### config.mk
export PLATFORM = sky130hd
export DESIGN_NAME = ps2_key_ctrl_flat
export DESIGN_NICKNAME = d
export VERILOG_FILES = /design/src/rtl/ps2_pkg.sv /design/src/rtl/ps2_key_ctrl_if.sv /design/src/rtl/ps2_frame_rx.sv /design/src/rtl/ps2_key_ctrl.sv /design/src/flat_wrapper.sv
export SDC_FILE = /design/constraint.sdc
export NUM_CORES = 1
export LEC_CHECK = 0
export CAP_MARGIN = 10
export CORE_ASPECT_RATIO = 1.5
export CORE_MARGIN = 5
export CORE_UTILIZATION = 55
export DETAILED_ROUTE_END_ITERATION = 8
export MAX_ROUTING_LAYER = met4
export PLACE_DENSITY = 0.83
export SYNTH_ARGS = -nofsm -noshare
export SYNTH_HDL_FRONTEND = slang
export SYNTH_SLANG_ARGS = --single-unit
### constraint.sdc
create_clock -name clk -period 5.89 [get_ports clk]
set_clock_uncertainty 0.2 [all_clocks]
set_input_delay 1.178 -clock clk [delete_from_list [all_inputs] [get_ports clk]]
set_output_delay 1.178 -clock clk [all_outputs]
set_load 0.005 [all_outputs]
### src/rtl/ps2_pkg.sv
// Shared scan codes, heading encodings and frame-receiver states for the PS/2 key controller.
// Also holds the key-to-heading map and the turn legality rule.
package ps2_pkg;

    localparam logic [7:0] SC_EXT     = 8'hE0;
    localparam logic [7:0] SC_BRK     = 8'hF0;
    localparam logic [7:0] SC_UP_ARW  = 8'h75;
    localparam logic [7:0] SC_DN_ARW  = 8'h72;
    localparam logic [7:0] SC_LT_ARW  = 8'h6B;
    localparam logic [7:0] SC_RT_ARW  = 8'h74;
    localparam logic [7:0] SC_W       = 8'h1D;
    localparam logic [7:0] SC_S       = 8'h1B;
    localparam logic [7:0] SC_A       = 8'h1C;
    localparam logic [7:0] SC_D       = 8'h23;

    localparam logic [1:0] DIR_UP    = 2'd0;
    localparam logic [1:0] DIR_RIGHT = 2'd1;
    localparam logic [1:0] DIR_DOWN  = 2'd2;
    localparam logic [1:0] DIR_LEFT  = 2'd3;

    typedef enum logic [1:0] {
        ST_IDLE   = 2'd0,
        ST_DATA   = 2'd1,
        ST_PARITY = 2'd2,
        ST_STOP   = 2'd3
    } rx_state_e;

    typedef struct packed {
        logic       hit;
        logic [1:0] dir;
    } key_dir_t;

    // Arrow keys only count with the E0 prefix; WASD only without it.
    function automatic key_dir_t key_to_dir(input logic ext, input logic [7:0] sc);
        key_dir_t r;
        r = '{hit: 1'b0, dir: DIR_UP};
        if (ext) begin
            case (sc)
                SC_UP_ARW: r = '{hit: 1'b1, dir: DIR_UP};
                SC_DN_ARW: r = '{hit: 1'b1, dir: DIR_DOWN};
                SC_LT_ARW: r = '{hit: 1'b1, dir: DIR_LEFT};
                SC_RT_ARW: r = '{hit: 1'b1, dir: DIR_RIGHT};
                default:   r = '{hit: 1'b0, dir: DIR_UP};
            endcase
        end else begin
            case (sc)
                SC_W:    r = '{hit: 1'b1, dir: DIR_UP};
                SC_S:    r = '{hit: 1'b1, dir: DIR_DOWN};
                SC_A:    r = '{hit: 1'b1, dir: DIR_LEFT};
                SC_D:    r = '{hit: 1'b1, dir: DIR_RIGHT};
                default: r = '{hit: 1'b0, dir: DIR_UP};
            endcase
        end
        return r;
    endfunction

    // Opposite headings differ only in bit 1, so that xor pattern is a reversal.
    function automatic logic turn_ok(input logic [1:0] cur, input logic [1:0] nxt);
        return (nxt != cur) && ((nxt ^ cur) != 2'b10);
    endfunction

endpackage

### src/rtl/ps2_key_ctrl_if.sv
// Event bundle from the key controller to the game FSM and the display driver.
// All fields are registered by the controller; pulses last exactly one clk cycle.
interface ps2_key_ctrl_if;
    logic       code_valid;
    logic [7:0] code;
    logic       code_ext;
    logic       code_break;
    logic       frame_err;
    logic [1:0] dir;
    logic       dir_changed;
    logic [7:0] last_pressed;

    modport master (
        output code_valid, code, code_ext, code_break, frame_err, dir, dir_changed, last_pressed
    );
    modport slave (
        input  code_valid, code, code_ext, code_break, frame_err, dir, dir_changed, last_pressed
    );
endinterface

### src/rtl/ps2_frame_rx.sv
// Synchronises PS2Clk/PS2Data, frames 11-bit words and checks parity, stop bit and inter-edge timeout.
// Strobes are combinational in the cycle the stop edge is detected; no back-pressure.
module ps2_frame_rx
    import ps2_pkg::*;
#(
    parameter int TIMEOUT_CYC = 100_000
) (
    input  logic       clk,
    input  logic       rst_n,
    input  logic       ps2_clk_i,
    input  logic       ps2_dat_i,
    output logic       byte_stb_o,
    output logic [7:0] byte_o,
    output logic       err_stb_o
);
    localparam int TW = (TIMEOUT_CYC > 2) ? $clog2(TIMEOUT_CYC) : 1;
    localparam logic [TW-1:0] TMO_LAST = TW'(TIMEOUT_CYC - 1);

    logic [1:0]    clk_sync_q, dat_sync_q;
    logic          clk_prev_q;
    rx_state_e     state_q, state_d;
    logic [2:0]    bit_cnt_q, bit_cnt_d;
    logic [7:0]    shift_q, shift_d;
    logic          par_q, par_d;
    logic [TW-1:0] tmo_q, tmo_d;

    logic fall, dat, timeout, frame_done, frame_good;

    assign fall    = clk_prev_q & ~clk_sync_q[1];
    assign dat     = dat_sync_q[1];
    assign timeout = (state_q != ST_IDLE) && !fall && (tmo_q == TMO_LAST);

    // Sync flops reset high so a released reset never looks like a falling edge.
    always_ff @(posedge clk or negedge rst_n) begin
        if (!rst_n) begin
            clk_sync_q <= 2'b11;
            dat_sync_q <= 2'b11;
            clk_prev_q <= 1'b1;
            state_q    <= ST_IDLE;
            bit_cnt_q  <= '0;
            shift_q    <= '0;
            par_q      <= 1'b0;
            tmo_q      <= '0;
        end else begin
            clk_sync_q <= {clk_sync_q[0], ps2_clk_i};
            dat_sync_q <= {dat_sync_q[0], ps2_dat_i};
            clk_prev_q <= clk_sync_q[1];
            state_q    <= state_d;
            bit_cnt_q  <= bit_cnt_d;
            shift_q    <= shift_d;
            par_q      <= par_d;
            tmo_q      <= tmo_d;
        end
    end

    always_comb begin
        state_d   = state_q;
        bit_cnt_d = bit_cnt_q;
        shift_d   = shift_q;
        par_d     = par_q;
        tmo_d     = (fall || state_q == ST_IDLE) ? '0 : tmo_q + 1'b1;
        case (state_q)
            ST_IDLE: begin
                bit_cnt_d = '0;
                if (fall && !dat) state_d = ST_DATA;
            end
            ST_DATA: if (fall) begin
                shift_d   = {dat, shift_q[7:1]};
                bit_cnt_d = bit_cnt_q + 3'd1;
                if (bit_cnt_q == 3'd7) state_d = ST_PARITY;
            end
            ST_PARITY: if (fall) begin
                par_d   = dat;
                state_d = ST_STOP;
            end
            ST_STOP: if (fall) state_d = ST_IDLE;
            default: state_d = ST_IDLE;
        endcase
        if (timeout) state_d = ST_IDLE;
    end

    always_comb begin
        frame_done = (state_q == ST_STOP) && fall;
        frame_good = (^shift_q ^ par_q) && dat;
        byte_stb_o = frame_done && frame_good;
        err_stb_o  = (frame_done && !frame_good) || timeout;
        byte_o     = shift_q;
    end

endmodule

### src/rtl/ps2_key_ctrl.sv
// PS/2 keyboard controller: folds E0/F0 prefixes into make/break events and steers the snake heading.
// Events appear one cycle after the stop-bit edge is detected; no back-pressure, consumers must sample.
module ps2_key_ctrl
    import ps2_pkg::*;
#(
    parameter int         TIMEOUT_CYC = 100_000,
    parameter logic [1:0] DIR_INIT    = 2'd1
) (
    input  logic              clk,
    input  logic              rst_n,
    input  logic              PS2Clk,
    input  logic              PS2Data,
    ps2_key_ctrl_if.master    evt
);
    logic       rx_stb, rx_err;
    logic [7:0] rx_byte;
    key_dir_t   kd;

    logic       ext_q, ext_d, brk_q, brk_d;
    logic       code_valid_q, code_valid_d;
    logic [7:0] code_q, code_d;
    logic       code_ext_q, code_ext_d, code_break_q, code_break_d;
    logic       frame_err_q, frame_err_d;
    logic [1:0] dir_q, dir_d;
    logic       dir_changed_q, dir_changed_d;
    logic [7:0] last_q, last_d;

    ps2_frame_rx #(.TIMEOUT_CYC(TIMEOUT_CYC)) u_rx (
        .clk        (clk),
        .rst_n      (rst_n),
        .ps2_clk_i  (PS2Clk),
        .ps2_dat_i  (PS2Data),
        .byte_stb_o (rx_stb),
        .byte_o     (rx_byte),
        .err_stb_o  (rx_err)
    );

    assign kd = key_to_dir(ext_q, rx_byte);

    always_comb begin
        ext_d         = ext_q;
        brk_d         = brk_q;
        code_valid_d  = 1'b0;
        code_d        = code_q;
        code_ext_d    = code_ext_q;
        code_break_d  = code_break_q;
        frame_err_d   = rx_err;
        dir_d         = dir_q;
        dir_changed_d = 1'b0;
        last_d        = last_q;
        if (rx_err) begin
            ext_d = 1'b0;
            brk_d = 1'b0;
        end else if (rx_stb) begin
            if (rx_byte == SC_EXT) begin
                ext_d = 1'b1;
            end else if (rx_byte == SC_BRK) begin
                brk_d = 1'b1;
            end else begin
                code_valid_d = 1'b1;
                code_d       = rx_byte;
                code_ext_d   = ext_q;
                code_break_d = brk_q;
                ext_d        = 1'b0;
                brk_d        = 1'b0;
                // Releases never steer or update the display value.
                if (!brk_q) begin
                    last_d = rx_byte;
                    if (kd.hit && turn_ok(dir_q, kd.dir)) begin
                        dir_d         = kd.dir;
                        dir_changed_d = 1'b1;
                    end
                end
            end
        end
    end

    always_ff @(posedge clk or negedge rst_n) begin
        if (!rst_n) begin
            ext_q         <= 1'b0;
            brk_q         <= 1'b0;
            code_valid_q  <= 1'b0;
            code_q        <= '0;
            code_ext_q    <= 1'b0;
            code_break_q  <= 1'b0;
            frame_err_q   <= 1'b0;
            dir_q         <= DIR_INIT;
            dir_changed_q <= 1'b0;
            last_q        <= '0;
        end else begin
            ext_q         <= ext_d;
            brk_q         <= brk_d;
            code_valid_q  <= code_valid_d;
            code_q        <= code_d;
            code_ext_q    <= code_ext_d;
            code_break_q  <= code_break_d;
            frame_err_q   <= frame_err_d;
            dir_q         <= dir_d;
            dir_changed_q <= dir_changed_d;
            last_q        <= last_d;
        end
    end

    assign evt.code_valid   = code_valid_q;
    assign evt.code         = code_q;
    assign evt.code_ext     = code_ext_q;
    assign evt.code_break   = code_break_q;
    assign evt.frame_err    = frame_err_q;
    assign evt.dir          = dir_q;
    assign evt.dir_changed  = dir_changed_q;
    assign evt.last_pressed = last_q;

endmodule

### src/flat_wrapper.sv
// flat-port wrapper written by rule: the top's interface ports become plain ports
module ps2_key_ctrl_flat import ps2_pkg::*;
#(
    parameter int         TIMEOUT_CYC = 100_000,
    parameter logic [1:0] DIR_INIT    = 2'd1
)
  (clk, rst_n, PS2Clk, PS2Data, evt_code_valid, evt_code, evt_code_ext, evt_code_break, evt_frame_err, evt_dir, evt_dir_changed, evt_last_pressed);
  ps2_key_ctrl_if evt_i ();
  input  logic clk;
  input  logic rst_n;
  input  logic PS2Clk;
  input  logic PS2Data;
  output wire logic [$bits(evt_i.code_valid)-1:0] evt_code_valid;
  output wire logic [$bits(evt_i.code)-1:0] evt_code;
  output wire logic [$bits(evt_i.code_ext)-1:0] evt_code_ext;
  output wire logic [$bits(evt_i.code_break)-1:0] evt_code_break;
  output wire logic [$bits(evt_i.frame_err)-1:0] evt_frame_err;
  output wire logic [$bits(evt_i.dir)-1:0] evt_dir;
  output wire logic [$bits(evt_i.dir_changed)-1:0] evt_dir_changed;
  output wire logic [$bits(evt_i.last_pressed)-1:0] evt_last_pressed;
  assign evt_code_valid = evt_i.code_valid;
  assign evt_code = evt_i.code;
  assign evt_code_ext = evt_i.code_ext;
  assign evt_code_break = evt_i.code_break;
  assign evt_frame_err = evt_i.frame_err;
  assign evt_dir = evt_i.dir;
  assign evt_dir_changed = evt_i.dir_changed;
  assign evt_last_pressed = evt_i.last_pressed;
  ps2_key_ctrl #(.TIMEOUT_CYC(TIMEOUT_CYC), .DIR_INIT(DIR_INIT)) u_core (.clk(clk), .rst_n(rst_n), .PS2Clk(PS2Clk), .PS2Data(PS2Data), .evt(evt_i));
endmodule
# Word-level counts from Yosys, hierarchy flattened
# Cells that the tools add are included.
# word_totals
regBits	61
input_bits	4
out_inout_bits	23
# op_classes
n_addsub	2
n_eq_ne	25
mux	31
n_bitwise	8
n_reduce_logical	28
# op_table
op	count
$eq 8x7->1 const B	4
$eq 8x5->1 const B	3
$pmux 3 s4	2
$mux 1	18
$add 17x1->17 const B	1
$eq 17x17->1 const B	1
$mux 17	1
$eq 8x8->1 const B	2
$mux 2	6
$ne 3x3->1 const B	4
$reduce_and 2->1	5
$reduce_and 5->1	2
$logic_and 1x1->1	9
$eq 8x6->1 const B	1
$pmux 2 s4	1
$reduce_xor 8->1	1
$mux 3	2
$pmux 3 s2	1
$reduce_and 6->1	1
$reduce_bool 2->1	3
$not 1->1	5
$eq 2x2->1 const B	2
$ne 2x2->1 const B	2
$reduce_and 4->1	1
other kinds (13)	16

# Longest topological paths before layout
# depth
depth_word	13
mapped_depth	8
depth_no_buf	7

# Cells and area by module
# A second synthesis with hierarchy kept.
# hier_totals
cells_unflattened	262
area_unflattened_um2	2964.1
# modules_own_cells
mod	instances	cells_each	area_per_inst_um2	seq_area_each_um2
ps2_frame_rx	1	157	1740.4	907.1
ps2_key_ctrl	1	105	1223.7	626.9

# Worst setup path before layout
# OpenSTA, ideal clock, no wires.
# synth_timing
path_type	register to register
startpoint	register u_core.u_rx.shift_q[2] (netlist: u_core.u_rx.byte_o[2])
endpoint	register u_core.dir_q[1] (netlist: u_core.evt.dir[1])
setup_ns	0.128
t_arrival_ns	2.325
path_slack_ns	3.238
stages_incl_launch_ff	8
path_buffers	0
synth_period_minus_slack_ns	2.652
cell_sequence	dfrtp_1 -> inv_1 -> ha_1 -> xnor3_2 -> xnor2_2 -> or3b_1 -> nor4_1 -> mux2_1
# synth_via
elab_chain_len	8
word_cells_on_any_way	29
cone_classes	12 x eq/ne; 3 x mux; 5 x bitwise; 9 x reduce/logical
# synth_rtl
item	line_no	source
start, declared	ps2_frame_rx.sv:23	logic [7:0] shift_q, shift_d;
start signal, assigned	ps2_frame_rx.sv:50	shift_q <= shift_d;
$eq 8x6->1 (tied with other cells)	ps2_pkg.sv:46	case (sc)
$pmux 3 s4 (tied with other cells)	ps2_pkg.sv:46	
$mux 3 / $logic_and 1x1->1 (equally long branches)	ps2_pkg.sv:37, ps2_frame_rx.sv:84	
$xor 2x2->2 / $logic_not 1->1 (equally long branches)	ps2_pkg.sv:59, ps2_frame_rx.sv:86	
$ne 2x2->1 / $logic_and 1x1->1 (equally long branches)	ps2_pkg.sv:59, ps2_frame_rx.sv:86	
$logic_and 1x1->1 / $logic_or 1x1->1 (equally long branches)	ps2_pkg.sv:59, ps2_frame_rx.sv:86	
$logic_and 1x1->1 / $not 1->1 (equally long branches)	-	
$reduce_and 6->1 (no line)	-	
end signal, assigned	ps2_key_ctrl.sv:98	dir_q <= dir_d;
end, declared	ps2_key_ctrl.sv:24	logic [1:0] dir_q, dir_d;
# Several ways; a longest one is shown, not always the timed one.
# A chain may end at the register's enable or synchronous reset.

# Worst setup path in the final report
# layout_timing
startpoint	register u_core.u_rx.clk_prev_q
endpoint	register u_core.dir_q[1] (netlist: u_core.evt.dir[1])
# layout_via
elab_chain_len	7
word_cells_on_any_way	10
cone_classes	2 x bitwise; 8 x reduce/logical
# layout_rtl
item	line_no	source
start, declared	ps2_frame_rx.sv:20	logic clk_prev_q;
start signal, assigned	ps2_frame_rx.sv:47	clk_prev_q <= clk_sync_q[1];
$and 1x1->1 (*)	ps2_frame_rx.sv:29	assign fall = clk_prev_q & ~clk_sync_q[1];
$logic_not 1->1	ps2_frame_rx.sv:31	assign timeout = (state_q != ST_IDLE) && !fall && (tmo_q == TMO_LAST);
$logic_and 1x1->1 (2 in series)	ps2_frame_rx.sv:31	
$logic_or 1x1->1	ps2_frame_rx.sv:86	err_stb_o = (frame_done && !frame_good) || timeout;
$not 1->1 (no line)	-	
$reduce_and 6->1 (no line) (*)	-	
# Mark *: on every way between the ends. The rest lies on a longest branch, timed or not.

==> results by group <==
CTS
  – Root Driver: clkbuf_8
  – H-Tree Depth: 3
  – Post-CTS setup buffers: 0
  – Clock buffer depth: 2
  – Clock buffer count from CTS: 9
  – CTS Sinks: 61
  – Clock Latency Late Sink: 340 ps
  – Reg clk slew, reported paths: 60 ps
  – TritonCTS clock tree: yes
  – PostCTS Resize Cnt: 0
  – Post-CTS Hold Buffers: 0

Worst setup path
  – CP delay by family, top: simple AND/OR/NAND/NOR gates
  – CP arrival: between 3000 and 4000 ps
  – Crit path required time: 5910 ps
  – Reg-to-Reg Start: u_core.u_rx.clk_prev_q
  – CP cell instances: nor2b_1 > nand3_1 > or3b_1 > nor4_1 > mux2_1
  – Buf/Inv on CP: 0
  – Worst R2R Path Depth: 5
  – Reg2reg end: u_core.evt.dir[1]
  – Slowest stage cell, crit path: or3b_1
  – Crit path largest cell delay: 650 ps
  – CP max FO: 20
  – Startpoint types: register
  – Flop2flop setup slack: 2780 ps
  – CP endpoint kind: register
  – Critical path class: reg -> reg

Hold path
  – Hold Crit Start: u_core.u_rx.dat_sync_q[0]
  – Hold Path Sink: u_core.u_rx.dat_sync_q[1]
  – Hold Path Depth: 0
  – Hold WC Path Type: reg -> reg

Synthesis
  – YS warnings: 0
  – Synthesized instance count: approximately 280
  – Synth unique cells: 44
  – Post-synthesis register bit count: 61
  – Sequential cell area fraction in the yosys report: 0.516
  – Post-synth ARST share: 1.00
  – Top FF cell, synth: dfrtp_1
  – Syn Nets: 301
  – Syn avg cell area: 10.8 sq um
  – Synthesized area: 0.00297 sq mm
  – Post-synth EDFFs: 0

STA
  – Max-slew violations: 0
  – RSZ-0062 raised after global routing: no
  – Final setup viols: 0
  – Final period util: 0.528
  – Setup TNS: 0 ps
  – Post-layout minimum cycle time: roughly 3100 ps
  – Endpoints failing hold: 0
  – Worst-Margin Slew: around 800 ps
  – Slew headroom: 0.464
  – Final WS setup: 2780 ps
  – Maximum clock rate: 322 MHz

Layout
  – Area grow syn2layout: 18.0%
  – Share of cells above drive strength 1: 0.135
  – Fill cells: 386
  – N_diodes: 0
  – Final core utilization: 0.674
  – Fin nets: 333

Drt
  – Detailed Routing Iterations Pass 1: 4
  – Via count: 2,120
  – Wire length per cell: 15.1 um
  – Initial DRC count: 160
  – Via/cell ratio: ~5.6
  – Antenna Violating Nets Remaining: 0
  – Final Routed Wirelength: 5.73 mm
  – # DRC: 0

Floorplan
  – Core Region: 0.00520 sq mm
  – Die height: 100 um
  – FP Rows: 32
  – Ports: 27
  – Total die area: 0.00701 sq mm
  – Die width: 70.0 um
  – Initial core utilization: 0.571

Place
  – I/O Buffers: 26
  – Detailed-placement wirelength estimate: approximately 4.1 mm
  – GPL Wtd Cong: roughly 0.87
  – Place WS: 2810 ps

GRT
  – GRT Util Overall: 0.187
  – Met3 usage: 0.0411
  – GRT Residual Overflow: 0
  – Met2 Usage GRT: 0.318
  – Largest net degree at the start of global routing: 62
  – Number of global-route vias before repair: 2,128
  – M1 GR Usage: 0.194
  – Antenna violations before repair: 0
  – Busiest layer in global routing: met2
  – First-pass GRT wire length: 9.82 mm

Power and ir drop
  – Power Dens Cells: ~400 mW/mm^2
  – P_leak: 0.00157 uW
  – VDD IR max: around 0.00025 V

Outcome
  – Outcome: completed

Job
  – Max cap viols: 0
-- synthesized netlist by cell type (2+ instances only) --
| cell type | n | area [sq um] |
|---|---|---|
| or3_1 | 2 | 12.5 |
| nand3_1 | 7 | 35.0 |
| xor2_1 | 9 | 78.8 |
| or2_2 | 2 | 12.5 |
| o21ai_0 | 26 | 130 |
| and3_1 | 2 | 12.5 |
| a21oi_1 | 5 | 25.0 |
| nor4_1 | 3 | 18.8 |
| o2111ai_1 | 2 | 17.5 |
| nor2_1 | 24 | 90.1 |
| a22oi_1 | 2 | 15.0 |
| xnor2_1 | 6 | 52.6 |
| mux2_2 | 11 | 124 |
| nor3_1 | 2 | 10.0 |
| nand4_1 | 11 | 68.8 |
| a22o_1 | 3 | 26.3 |
| and2_1 | 2 | 12.5 |
| dfrtp_1 | 55 | 1380 |
| nand2_1 | 30 | 113 |
| clkbuf_1 | 5 | 18.8 |
| ha_1 | 22 | 275 |
| inv_1 | 17 | 63.8 |
| dfstp_2 | 6 | 158 |
-- cell usage in the layout (no fill, tap or decap), types with 2 or more instances in the layout --
cell type	n
clkdlybuf4s50_1	25
a22o_1	3
nor4_1	3
or3_1	2
a22oi_1	2
o21ai_0	26
nand4_1	11
and3_1	2
ha_1	22
dfstp_2	6
o2111ai_1	2
xnor2_1	6
mux2_2	11
and2_1	2
nand2_1	30
nor2_1	24
dfrtp_1	55
nand3_1	7
inv_1	17
xor2_1	9
nor3_1	2
clkbuf_8	12
or2_2	2
a21oi_1	5
-- sequential cells by signal (all words and copies together) (netlist names) --
name	count
u_core.evt.frame_err	1
u_core.evt.code_valid	1
u_core.evt.dir_changed	1
u_core.u_rx.state_q	2
u_core.u_rx.clk_prev_q	1
u_core.evt.code_break	1
u_core.evt.last_pressed	8
u_core.evt.dir	2
u_core.evt.code	8
u_core.u_rx.dat_sync_q	2
u_core.u_rx.bit_cnt_q	3
u_core.u_rx.clk_sync_q	2
u_core.u_rx.tmo_q	17
u_core.brk_q	1
u_core.ext_q	1
u_core.evt.code_ext	1
u_core.u_rx.par_q	1
u_core.u_rx.byte_o	8
-- worst max-delay path by stage --
| stage | start | endpoint | cells after the start | slack (ps) |
|---|---|---|---|---|
| after floorplan | u_core.u_rx.byte_o[2] | u_core.evt.dir[1] | 7 | 3240 |
| after global placement | u_core.u_rx.byte_o[2] | u_core.evt.dir[1] | 7 | 2820 |
| after CTS | u_core.u_rx.clk_prev_q | u_core.evt.dir[1] | 5 | 2790 |
| after detailed placement | u_core.u_rx.clk_prev_q | u_core.evt.dir[1] | 5 | 2810 |
| final | u_core.u_rx.clk_prev_q | u_core.evt.dir[1] | 5 | 2780 |
| after global routing | u_core.u_rx.clk_prev_q | u_core.evt.dir[1] | 5 | 2490 |
-- where the power goes --
group / switching (uW) / internal (uW) / total (uW)
clock network: 159 / 229 / 388
logic: 251 / 206 / 456
registers: 61.1 / 489 / 550
-- logic make-up (layout without fill, tap and decap cells) --
family,Yosys count,after routing,synth area share
and+or+nand+nor,93,93,0.159
DFF,61,61,0.516
xor gates and xnor gates,18,18,0.0631
adders and majority gates,22,22,0.0926
buffers and inverters,23,60,0.0294
AOI/OAI and AO/OA,45,45,0.0900
muxes,13,13,0.0505
-- final cells by class --
| class | count | area, sq um | area share |
|---|---|---|---|
| sequential | 61 | 1530 | 0.437 |
| multi-input combinational | 191 | 1350 | 0.385 |
| timing repair buffer | 27 | 263 | 0.0749 |
| clock buffer | 13 | 169 | 0.0481 |
| tap | 68 | 85.1 | 0.0242 |
| inverter | 17 | 63.8 | 0.0182 |
| clock inverter | 3 | 42.5 | 0.0121 |
-- stage by stage --
stage	cell area (sq um)	hold slack, ps	cells	power, uW
2_1_floorplan	2970	145	275	861
3_3_place_gp	3300	148	364	990
3_5_place_dp	3300	147	364	1010
4_1_cts	3510	154	380	1400
5_1_grt	3510	159	380	1480
6_report	3510	151	380	1390
-- layer usage --
layer / vias to the layer above / part of all wire
met5: - / 0
met4: 0 / 0.032
met3: 17 / 0.044
li1: 1017 / -
met2: 57 / 0.52
met1: 1029 / 0.40
(Power assumes the default switching activity.)
